===== src/rtl/cnt_sched_pkg.sv =====
// cnt_sched_pkg -- shared types and constants for the cnt_sched counter scheduler.
//   state_e : FSM state enum (IDLE, COUNT, DONE)
//   CNT_W   : width of the shared up-counter
//   NREQ    : number of requesters
//   onehot  : turns a requester index into its one-hot grant/done vector
package cnt_sched_pkg;

    localparam int CNT_W = 3;
    localparam int NREQ  = 2;

    typedef enum logic [1:0] {
        IDLE  = 2'd0,
        COUNT = 2'd1,
        DONE  = 2'd2
    } state_e;

    function automatic logic [NREQ-1:0] onehot(input logic idx);
        onehot = idx ? 2'b10 : 2'b01;
    endfunction

endpackage


===== src/rtl/cnt_sched_upcnt3.sv =====
// upcnt3 -- 3-bit synchronous up counter with clear and enable.
// Ports:
//   clk   : clock, rising edge
//   rst_n : asynchronous active-low reset, forces q to 0
//   clr   : synchronous clear, has priority over en
//   en    : advance by one on the next edge
//   q     : current count
module upcnt3
    import cnt_sched_pkg::*;
(
    input  logic             clk,
    input  logic             rst_n,
    input  logic             clr,
    input  logic             en,
    output logic [CNT_W-1:0] q
);

    logic [CNT_W-1:0] q_q;

    always_ff @(posedge clk or negedge rst_n) begin
        if (!rst_n) begin
            q_q <= '0;
        end else if (clr) begin
            q_q <= '0;
        end else if (en) begin
            q_q <= q_q + 1'b1;
        end
    end

    assign q = q_q;

endmodule


===== src/rtl/cnt_sched.sv =====
// cnt_sched -- two-requester round-robin scheduler for one shared 3-bit up-counter.
// A granted requester owns the counter for len+1 counts, then gets a one-cycle
// done pulse. Dropping req mid-run aborts the run without a done pulse.
//
// Build option: define CNT_SCHED_PAUSE_EN to make the pause input freeze the
// counter; without it pause is present but ignored.
//
// Ports:
//   clk       : clock, rising edge
//   reset     : asynchronous active-low reset
//   req       : per-requester count request, level-held
//   len0/len1 : terminal count for requester 0/1 (run is len+1 counts)
//   pause     : freezes the counter while high (CNT_SCHED_PAUSE_EN builds only)
//   gnt       : one-hot, high while that requester owns the counter
//   done      : one-hot, one-cycle completion pulse to the owner
//   busy      : high whenever the FSM is not IDLE
//   count_out : shared counter value
//
// state | meaning
// IDLE  | counter held at 0, arbitrate pending requests
// COUNT | owner granted, counter advancing up to the latched len
// DONE  | one-cycle done pulse, count holds final value, record last owner
module cnt_sched
    import cnt_sched_pkg::*;
#(
    parameter int DEF_PRIO = 0
) (
    input  logic             clk,
    input  logic             reset,
    input  logic [NREQ-1:0]  req,
    input  logic [CNT_W-1:0] len0,
    input  logic [CNT_W-1:0] len1,
    input  logic             pause,
    output logic [NREQ-1:0]  gnt,
    output logic [NREQ-1:0]  done,
    output logic             busy,
    output logic [CNT_W-1:0] count_out
);

    // Last owner starts as the other requester so DEF_PRIO wins the first tie.
    localparam logic RST_LAST = (DEF_PRIO == 0) ? 1'b1 : 1'b0;

    state_e           state_q, state_d;
    logic             owner_q, owner_d;
    logic             last_q, last_d;
    logic [CNT_W-1:0] len_q, len_d;

    logic             pause_eff;
    logic             win;
    logic             owner_req;
    logic             cnt_clr;
    logic             cnt_en;
    logic [CNT_W-1:0] cnt;

`ifdef CNT_SCHED_PAUSE_EN
    assign pause_eff = pause;
`else
    logic unused_pause;
    assign unused_pause = pause;
    assign pause_eff    = 1'b0;
`endif

    // Single request wins outright; on a tie the non-last owner wins.
    assign win       = (req == 2'b11) ? ~last_q : ~req[0];
    assign owner_req = req[owner_q];

    always_comb begin
        state_d = state_q;
        owner_d = owner_q;
        last_d  = last_q;
        len_d   = len_q;
        cnt_clr = 1'b0;
        cnt_en  = 1'b0;
        case (state_q)
            IDLE: begin
                cnt_clr = 1'b1;
                if (|req) begin
                    state_d = COUNT;
                    owner_d = win;
                    len_d   = win ? len1 : len0;
                end
            end
            COUNT: begin
                // Abort wins over pause and over reaching the terminal count.
                if (!owner_req) begin
                    state_d = IDLE;
                    cnt_clr = 1'b1;
                    last_d  = owner_q;
                end else if (!pause_eff) begin
                    if (cnt == len_q) begin
                        state_d = DONE;
                    end else begin
                        cnt_en = 1'b1;
                    end
                end
            end
            DONE: begin
                cnt_clr = 1'b1;
                last_d  = owner_q;
                state_d = IDLE;
            end
            default: begin
                cnt_clr = 1'b1;
                state_d = IDLE;
            end
        endcase
    end

    always_ff @(posedge clk or negedge reset) begin
        if (!reset) begin
            state_q <= IDLE;
            owner_q <= 1'b0;
            last_q  <= RST_LAST;
            len_q   <= '0;
        end else begin
            state_q <= state_d;
            owner_q <= owner_d;
            last_q  <= last_d;
            len_q   <= len_d;
        end
    end

    upcnt3 u_cnt (
        .clk   (clk),
        .rst_n (reset),
        .clr   (cnt_clr),
        .en    (cnt_en),
        .q     (cnt)
    );

    assign gnt       = (state_q == COUNT) ? onehot(owner_q) : '0;
    assign done      = (state_q == DONE)  ? onehot(owner_q) : '0;
    assign busy      = (state_q != IDLE);
    assign count_out = cnt;

endmodule


===== config.mk =====
export PLATFORM = sky130hd
export DESIGN_NAME = cnt_sched
export DESIGN_NICKNAME = d
export VERILOG_FILES = /design/src/rtl/cnt_sched_pkg.sv /design/src/rtl/cnt_sched_upcnt3.sv /design/src/rtl/cnt_sched.sv
export SDC_FILE = /design/constraint.sdc
export NUM_CORES = 1
export LEC_CHECK = 0
export ABC_AREA = 1
export BUFFER_PORTS_ARGS = -buffer_cell sky130_fd_sc_hd__clkbuf_2
export CAP_MARGIN = 20
export CORE_MARGIN = 10
export CORE_UTILIZATION = 45
export DETAILED_ROUTE_END_ITERATION = 10
export PLACE_DENSITY = 0.68
export SLEW_MARGIN = 30
export SYNTH_ARGS = -nofsm -noshare
export SYNTH_HDL_FRONTEND = slang
export SYNTH_SLANG_ARGS = --single-unit

===== constraint.sdc =====
create_clock -name clk -period 2.35 [get_ports clk]
set_input_delay 0.3525 -clock clk [delete_from_list [all_inputs] [get_ports clk]]
set_output_delay 0.3525 -clock clk [all_outputs]
set_load 0.005 [all_outputs]

Yosys cells after proc, flatten, opt, wreduce, memory -nomap -nowiden

Cells that the tools add are included.

Word-level logic and storage cells: 44
Register bits: 10
Memories: 0
Bits in writable memories: 0
ROM bits: 0
Latch bits: 0
Input port bits: 11

$lt $le $gt $ge: 1
Reduce and logical (&&, ||, !) cells: 8
Multipliers: 0
Bitwise logic cells: 2
Div/mod/pow operators: 0
Equal/unequal tests: 7
Multiplexer cells: 20
Shifts and indexed selects: 0
Add/sub/neg operators: 1

Operators by type and width:

| kind                                                                  | count |
|---|---|
| 2-bit 2-to-1 mux                                                      | 6 |
| 1-bit 2-to-1 mux                                                      | 9 |
| 3-bit 2-to-1 mux                                                      | 3 |
| 2-bit AND reduction                                                   | 3 |
| 2-bit nonzero test                                                    | 3 |
| 2-bit == test (second input constant)                                 | 2 |
| 2-bit != test (second input constant)                                 | 2 |
| 2-bit one-hot mux with 2 select lines                                 | 1 |
| 3-bit by 1-bit adder with 3-bit output (second input constant)        | 1 |
| 3-bit == test                                                         | 1 |
| 3-bit != test (second input constant)                                 | 1 |
| 2-bit by 1-bit == test with 1-bit output (second input constant)      | 1 |
| 2-bit logical NOT                                                     | 1 |
| 1-bit by 2-bit < comparator with 1-bit output (second input constant) | 1 |
| 1-bit NOT                                                             | 2 |
| 1-bit one-hot mux with 2 select lines                                 | 1 |
| 2-bit OR reduction                                                    | 1 |

Depth between registers and ports, before layout

Gate-level depths: netlist of run 1.

Depth in word-level cells: 6
Gate-level depth with buffers: 7
Gate-level depth less buffers: 7

Modules after synthesis

A second synthesis of run 1 with hierarchy kept.

Cells, all modules: 86
Area, all modules: 585.6 sq um

By module, submodules not included:

| module    | times used | area each (sq um) | cells each | sequential area each (sq um) |
|---|---|---|---|---|
| cnt_sched | 1          | 442.9             | 69         | 176.4 |
| upcnt3    | 1          | 142.6             | 17         | 75.1 |

Least setup slack after synthesis of run 1

No wires, ideal clock.

Kind: register to output
Start: register state_q[1]
End: output done[0]
Buffers on the path: 0
Data arrival time: 730 ps
Stages on the path, launching flop included: 5
Path slack: 1,267 ps
Data required time: 1,997 ps
Path through: dfrtp_1 > inv_2 > nor2_1 > inv_1 > nor2_1

Longest elaborated chain between the ends: 2

RTL lines:

| element                | RTL line         | RTL |
|---|---|---|
| start, declared        | cnt_sched.sv:43  | `state_e state_q, state_d;` |
| start signal, assigned | cnt_sched.sv:116 | `state_q <= state_d;` |
| 2-bit == test          | cnt_sched.sv:132 | `assign done = (state_q == DONE) ? onehot(owner_q) : '0;` |
| 2-bit 2-to-1 mux       | cnt_sched.sv:132 |  |
| end, declared          | cnt_sched.sv:35  | `output logic [NREQ-1:0] done,` |

No other way between the ends.

Worst setup path after layout of run 1

Start: register state_q[1]
End: output done[1]

Same word-level chain as after synthesis.

==> impl_results.md, run 1 <==
- Status: finished, final reports clean
- Top cell type's share of synthesized area: 34.7%
- DRT iter0 DRCs: 11
- Post-synthesis sequential area ratio: 38.7%
- Root Buffer Master: clkbuf_4
- Nets: 121
- Post-DP HPWL: 1080 um
- DR pass1 iterations: 4
- Period utilisation layout: 63.0%
- Antenna cells: 0
- CTS tree: built
- Critical path's top delay family: flip-flops
- Max-slew headroom: 81.4%
- Routability Congestion: 0.765
- Main area contributors after synthesis: dfrtp_1 (35%), nand2_1 (17%), inv_1 (6.9%)
- DRC errors left: 0
- Mapped Nets: 98
- Reg2reg end: u_cnt.q[2]
- Pwr Density: 1200 nW/um2
- Area grow syn2layout: 21.6%
- R2R Path Start: u_cnt.q[0]
- Startpoint Class: flop
- Cell area after layout: 790 um2
- Ys flop type: dfrtp_1
- Cts repair resizes: 0
- Non-filler cells, final: 123
- Most Frequent Cell on Critical Path: nor2_1
- Clock sink count: 10
- Crit end category: primary output
- Syn_area_per_cell: 7.55 um2
- Clock Path Buffers: 2
- Final setup violation count: 0
- Max_cap viols: 0
- Total track usage: 8.52%
- Drt via density: 4.63
- Layout cells sized above 1: 34.3%
- First-pass GRT wire length: 2350 um
- Initial core utilization: 48.7%
- Synthesized instance count: 86
- Top-count cell post-synth: nand2_1
- # rows: 13
- Multi-input logic area: 330 um2
- Flops & latches, synth: 10
- Slew Limit Fails: 0
- Clock share of power: 12.7%
- R2R depth: 4
- Crit path cell chain: inv_2, nor2_1, inv_1, nor2_1, clkbuf_2
- Synth cell count leaders: nand2_1 (29), inv_1 (12), dfrtp_1 (9)
- Internal power: 504 uW
- Core ar.: 1330 um2
- Final hold viol count: 0
- Critical path class: flop to primary output
- Initial antenna violation count: 0
- Chip Width: 58.0 um
- PortBufs: 17
- Max Clock Skew: 0.00407 ns
- Peak supply drop: 685 uV
- Top-level port count: 19
- Vias in the first global route: 565
- CTS buffer count: 3
- Net Sw Power: 440 uW
- Hold WS: 0.345 ns
- Buf/Inv on CP: 3
- Largest area contributor in the netlist: dfrtp_1
- Seq. cell area: 251 um2
- Stages on the worst setup path: 5
- Total global routing overflow: 0
- RSZ-0062 raised after global routing: false
- Hold-fix buffers at CTS: 1
- Worst slew pin tran: 0.279 ns
- Final TNS setup: 0 ns
- Crit-path slowest cell: dfrtp_1
- Post-CTS Setup Inserts: 0
- H-tree depth: 1
- CP required: 2.00 ns
- Die H: 58.0 um
- Max Fclk: 0.676 GHz
- Worst Setup SP: state_q[1]
- Largest net degree at the start of global routing: 11
- Layout fillers: 134
- Reg-to-reg setup timing slack: 1.26 ns
- Via Count: 569
- Post-Place Cell Area: 753 um2
- Synth cell types: 22
- Post-synth EDFFs: 0
- Seq pwr share: 33.5%
- Min-Delay Path Class: primary input to flop
- End-of-flow core utilization: 59.2%
- Post-layout min period: 1.48 ns
- Critical Path Sink: done[1]
- Dpl cells: 118
- Comb pwr share: 53.7%
- Worst-path fanout max: 2
- Die footprint: 3360 um2
- Asr flop ratio synth: 100%
- Routed Antenna Nets: 0
- Post-detailed-routing wire length: 1280 um
- Crit path DAT: 1.13 ns
- Clock-pin slew on the worst setup and hold paths: 0.06 ns
- Leakage: 0.000458 uW
- Synth warn: 0
- Clock insertion delay at the later pin of the skew report: 0.26 ns
- CP peak stage delay: 0.39 ns
- Sw frac: 46.6%
- Detailed-route wire length per cell: 10.4 um
- Synthesized area: 649 um2
tightest hold or removal path, cell delays in order:
cell and delay (ns):
clkbuf_2 0.08, o211ai_1 0.08, nand2_1 0.06
state kept, by name, summed over array words and instances, names as in the netlist:
signal   cells
last_q       1
len_q        3
state_q      2
u_cnt.q      3
owner_q      1
worst min path at each step:
stage                  from         end  slack [ns]  depth (start not counted)
floorplan             reset    len_q[0]        0.06                          0
detailed placement    reset  u_cnt.q[2]        0.22                          1
global route        len0[0]    len_q[0]        0.36                          3
finish              len0[1]    len_q[1]        0.35                          3
CTS                 len0[1]    len_q[1]        0.35                          3
global placement      reset  u_cnt.q[2]        0.22                          1
logic make-up (layout without fill, tap and decap cells):
kind of cell    Yosys count  in the layout  synth area share (%)
compound gates            8              8                  10.2
xor+xnor                  1              1                  1.35
fa+ha+maj                 1              1                  1.93
buf+inv                  18             40                  10.4
flops                    10             10                  38.7
simple gates             48             48                  37.4
layout by cell type (no fill, tap or decap):
cell           instances
nand3_2                1
nor3_1                 1
dfrtp_1                9
o21ai_1                1
o211ai_1               3
dlygate4sd3_1          1
nor2_8                 1
nor2_1                 5
clkbuf_1               1
nand3_1                3
ha_1                   1
clkbuf_4               3
a21oi_4                1
xor2_1                 1
nand2_2                2
clkbuf_2              17
dfstp_2                1
nand4_1                3
nand2_4                1
inv_2                  6
o21ai_0                1
inv_1                 12
nand2_1               29
nor2_4                 2
o21ai_2                1
a21oi_2                1
layout make-up:
| type | count | area share [%] |
|---|---|---|
| Inverter | 18 | 8.56 |
| Timing Repair Buffer | 18 | 12.0 |
| Multi-Input combinational cell | 58 | 41.8 |
| Tap cell | 15 | 2.38 |
| Clock buffer | 4 | 3.33 |
| Sequential cell | 10 | 31.9 |
per-layer routing:
metal,share of wire (%),track usage (%)
met1,44,9.44
met2,47,13.8
met3,9.8,5.45
met4,0,1.01
met5,0,0
power by group through the flow:
stage               clock network [uW]  registers, uW  logic, uW
floorplan                            0            306        396
global placement                     0            316        503
detailed placement                   0            320        513
CTS                                125            317        519
global route                       134            327        594
finish                             120            317        507
stage by stage:
| stage | power, uW | setup slack (ns) |
|---|---|---|
| after floorplan | 702 | 1.27 |
| after global placement | 820 | 1.16 |
| after detailed placement | 833 | 1.14 |
| after CTS | 960 | 0.840 |
| after global routing | 1060 | 0.689 |
| final | 944 | 0.871 |
No activity file was read; power rests on OpenSTA's default activity.
==> run 2, diff against run 1 <==
ABC_AREA = 0   (was 1)
CORE_UTILIZATION = 44   (was 45)
PLACE_DENSITY = 0.69   (was 0.68)
clock period = 1.3 ns   (was 2.35 ns; I/O delays follow)
==> impl_results.md, run 2 <==
- Top cell type's share of synthesized area: 34.9%
- CTS buffer count: 3
- Max-slew headroom: 75.3%
- Clock-pin slew on the worst setup and hold paths: 0.07 ns
- Clock Path Buffers: 2
- RSZ-0062 raised after global routing: true
- Grt peak-use layer: met2
- Most common cell after layout, fill and taps aside: clkbuf_2
- Crit path cell chain: and2b_2, nor2b_1, buf_2
- Startpoint Class: flop
- Root Buffer Master: clkbuf_4
- Post-synth EDFFs: 0
- Nets: 102
- Worst slew pin tran: 0.369 ns
- Period utilisation layout: 106%
- Max Clock Skew: 0.000285 ns
- Top-count cell post-synth: dfrtp_1
- Grt met1 use: 11.4%
- Synth warn: 0
- CP peak stage delay: 0.44 ns
- Via Count: 576
- Status: complete, but fails checks
- Synthesized area: 646 um2
- Detailed-route wire length per cell: 14.6 um
- Post-detailed-routing wire length: 1520 um
- Ys flop type: dfrtp_1
- H-tree depth: 1
- Core ar.: 1350 um2
- CP required: 1.11 ns
- Antenna cells: 0
- Synth cell count leaders: dfrtp_1 (9), a21oi_1 (5), nand3b_1 (4)
- Min-Delay Path Class: primary input to flop
- Worst Setup SP: state_q[1]
- Final setup violation count: 5
- Top-level port count: 19
- Synthesized instance count: 62
- Post-DP HPWL: 1140 um
- Global Route met2 Usage: 15.2%
- Crit end category: primary output
- Max_cap viols: 0
- Drt via density: 5.54
- Critical path class: flop to primary output
- CTS tree: built
- Die footprint: 3400 um2
- # rows: 13
- Synth cell types: 35
- Die H: 58.3 um
- Hold WS: 0.181 ns
- PortBufs: 17
- Asr flop ratio synth: 100%
- Total global routing overflow: 0
- Total track usage: 9.81%
- Initial core utilization: 47.8%
- Failing checks: setup timing
- Routed Antenna Nets: 0
- DR pass1 iterations: 4
- Most frequent cells in the layout: clkbuf_2 (15), dfrtp_1 (8), a21oi_1 (5), buf_4 (5), nand3b_1 (4)
- Max Fclk: 0.724 GHz
- Crit-path slowest cell: dfrtp_2
- Layout cells sized above 1: 43.8%
- Post-synthesis sequential area ratio: 39.0%
- DRC errors left: 0
- Mapped Nets: 74
- Worst-path fanout max: 5
- Post-layout min period: 1.38 ns
- Largest net degree at the start of global routing: 11
- Initial antenna violation count: 0
- Clock insertion delay at the later pin of the skew report: 0.27 ns
- Chip Width: 58.3 um
- Final hold viol count: 0
- Syn_area_per_cell: 10.4 um2
- Vias in the first global route: 620
- Fin worst setup slack: -0.0816 ns
- Grt met3 use: 2.58%
- Area grow syn2layout: 31.0%
- Leakage: 0.000386 uW
- Worst hold start: len0[1]
- Pwr Density: 2190 nW/um2
- DRT iter0 DRCs: 11
- Routability Congestion: 0.783
- Flops & latches, synth: 10
- Clock sink count: 10
- Slew Limit Fails: 0
- Total power: 1850 uW
- Main area contributors after synthesis: dfrtp_1 (35%), xor2_2 (5.0%), nand3b_1 (4.7%)
- Peak supply drop: 1300 uV
- Largest area contributor in the netlist: dfrtp_1
- R2R Path Start: state_q[1]
- Crit path DAT: 1.19 ns
- First-pass GRT wire length: 2660 um
==> run 2: cell count changes after synthesis, sizes merged, moves of 3 or more <==
cell,previous run,this run
o211ai,3,0
a21oi,2,5
inv,18,2
nand3b,0,4
nand2,32,1
nor2,8,2
nor2b,0,3
a31oi,0,3
xnor2,0,3
==> run 2: kinds of logic (layout without fill, tap and decap cells) <==
kind of cell,after synthesis,after routing,share of synthesized area [%]
AO/OA/AOI/OAI,17,17,17.6
XOR/XNOR,6,6,10.5
adder cells (fa/ha/maj),1,1,1.94
buffers and inverters,2,29,1.16
flip-flops,10,10,39.0
multiplexers,3,3,5.43
AND/OR/NAND/NOR,23,23,24.4
==> run 2: worst paths after layout <==
kind,to,cells after the start,slack (ns)
min,len_q[1],3,0.18
min in group asynchronous,u_cnt.q[2],2,0.32
max in group asynchronous,last_q,2,0.72
max,gnt[0],3,-0.08
max reg2reg,last_q,4,0.01
min reg2reg,last_q,2,0.62
==> run 2: cell type report <==
cell class | count | area [um2]
well taps | 15 | 18.8
inverters | 2 | 7.51
repair buffers | 23 | 133
fillers | 121 | 504
flip-flops and latches | 10 | 253
clock buffers | 4 | 36.3
multi-input cells | 50 | 398
==> run 2: per-stage QoR <==
stage	setup WS (ns)	util, %	TNS (ns)	instance area [um2]	instances
finish	-0.0816	62.7	-0.271	846	104
global route	-0.150	62.7	-0.601	846	104
CTS	-0.0719	61.6	-0.220	832	103
detailed placement	0.107	56.6	0	764	96
global placement	0.114	56.6	0	764	96
floorplan	0.134	-	0	646	62
==> run 2: power by group <==
group / leakage [uW] / internal [uW] / total, uW / switching [uW]
combinational: 0.000245 / 477 / 935 / 459
clock: 0.0000210 / 170 / 290 / 120
sequential: 0.000120 / 444 / 624 / 179
total: 0.000386 / 1090 / 1850 / 757
==> run 2: layer usage <==
layer	wire [um]	vias to the layer above
met5	0	-
met2	718	16
met4	36	0
met3	79	4
met1	688	268
li1	-	288
==> run 2: what timing repair did <==
| item | in CTS | in global routing |
|---|---|---|
| buffers inserted | 2 | 1 |
| gates resized for setup | 2 | 3 |
| endpoints found under the setup margin | 5 | 7 |
| hold endpoints to repair | 9 | 0 |
| pin swaps | 0 | 0 |
| hold buffers | 1 | 0 |
==> run 2: critical path: cells and delay by family, from the launching register on <==
kind | cells | cell delay (ns)
DFF | 1 | 0.44
buffers and inverters | 1 | 0.12
and+or+nand+nor | 2 | 0.36
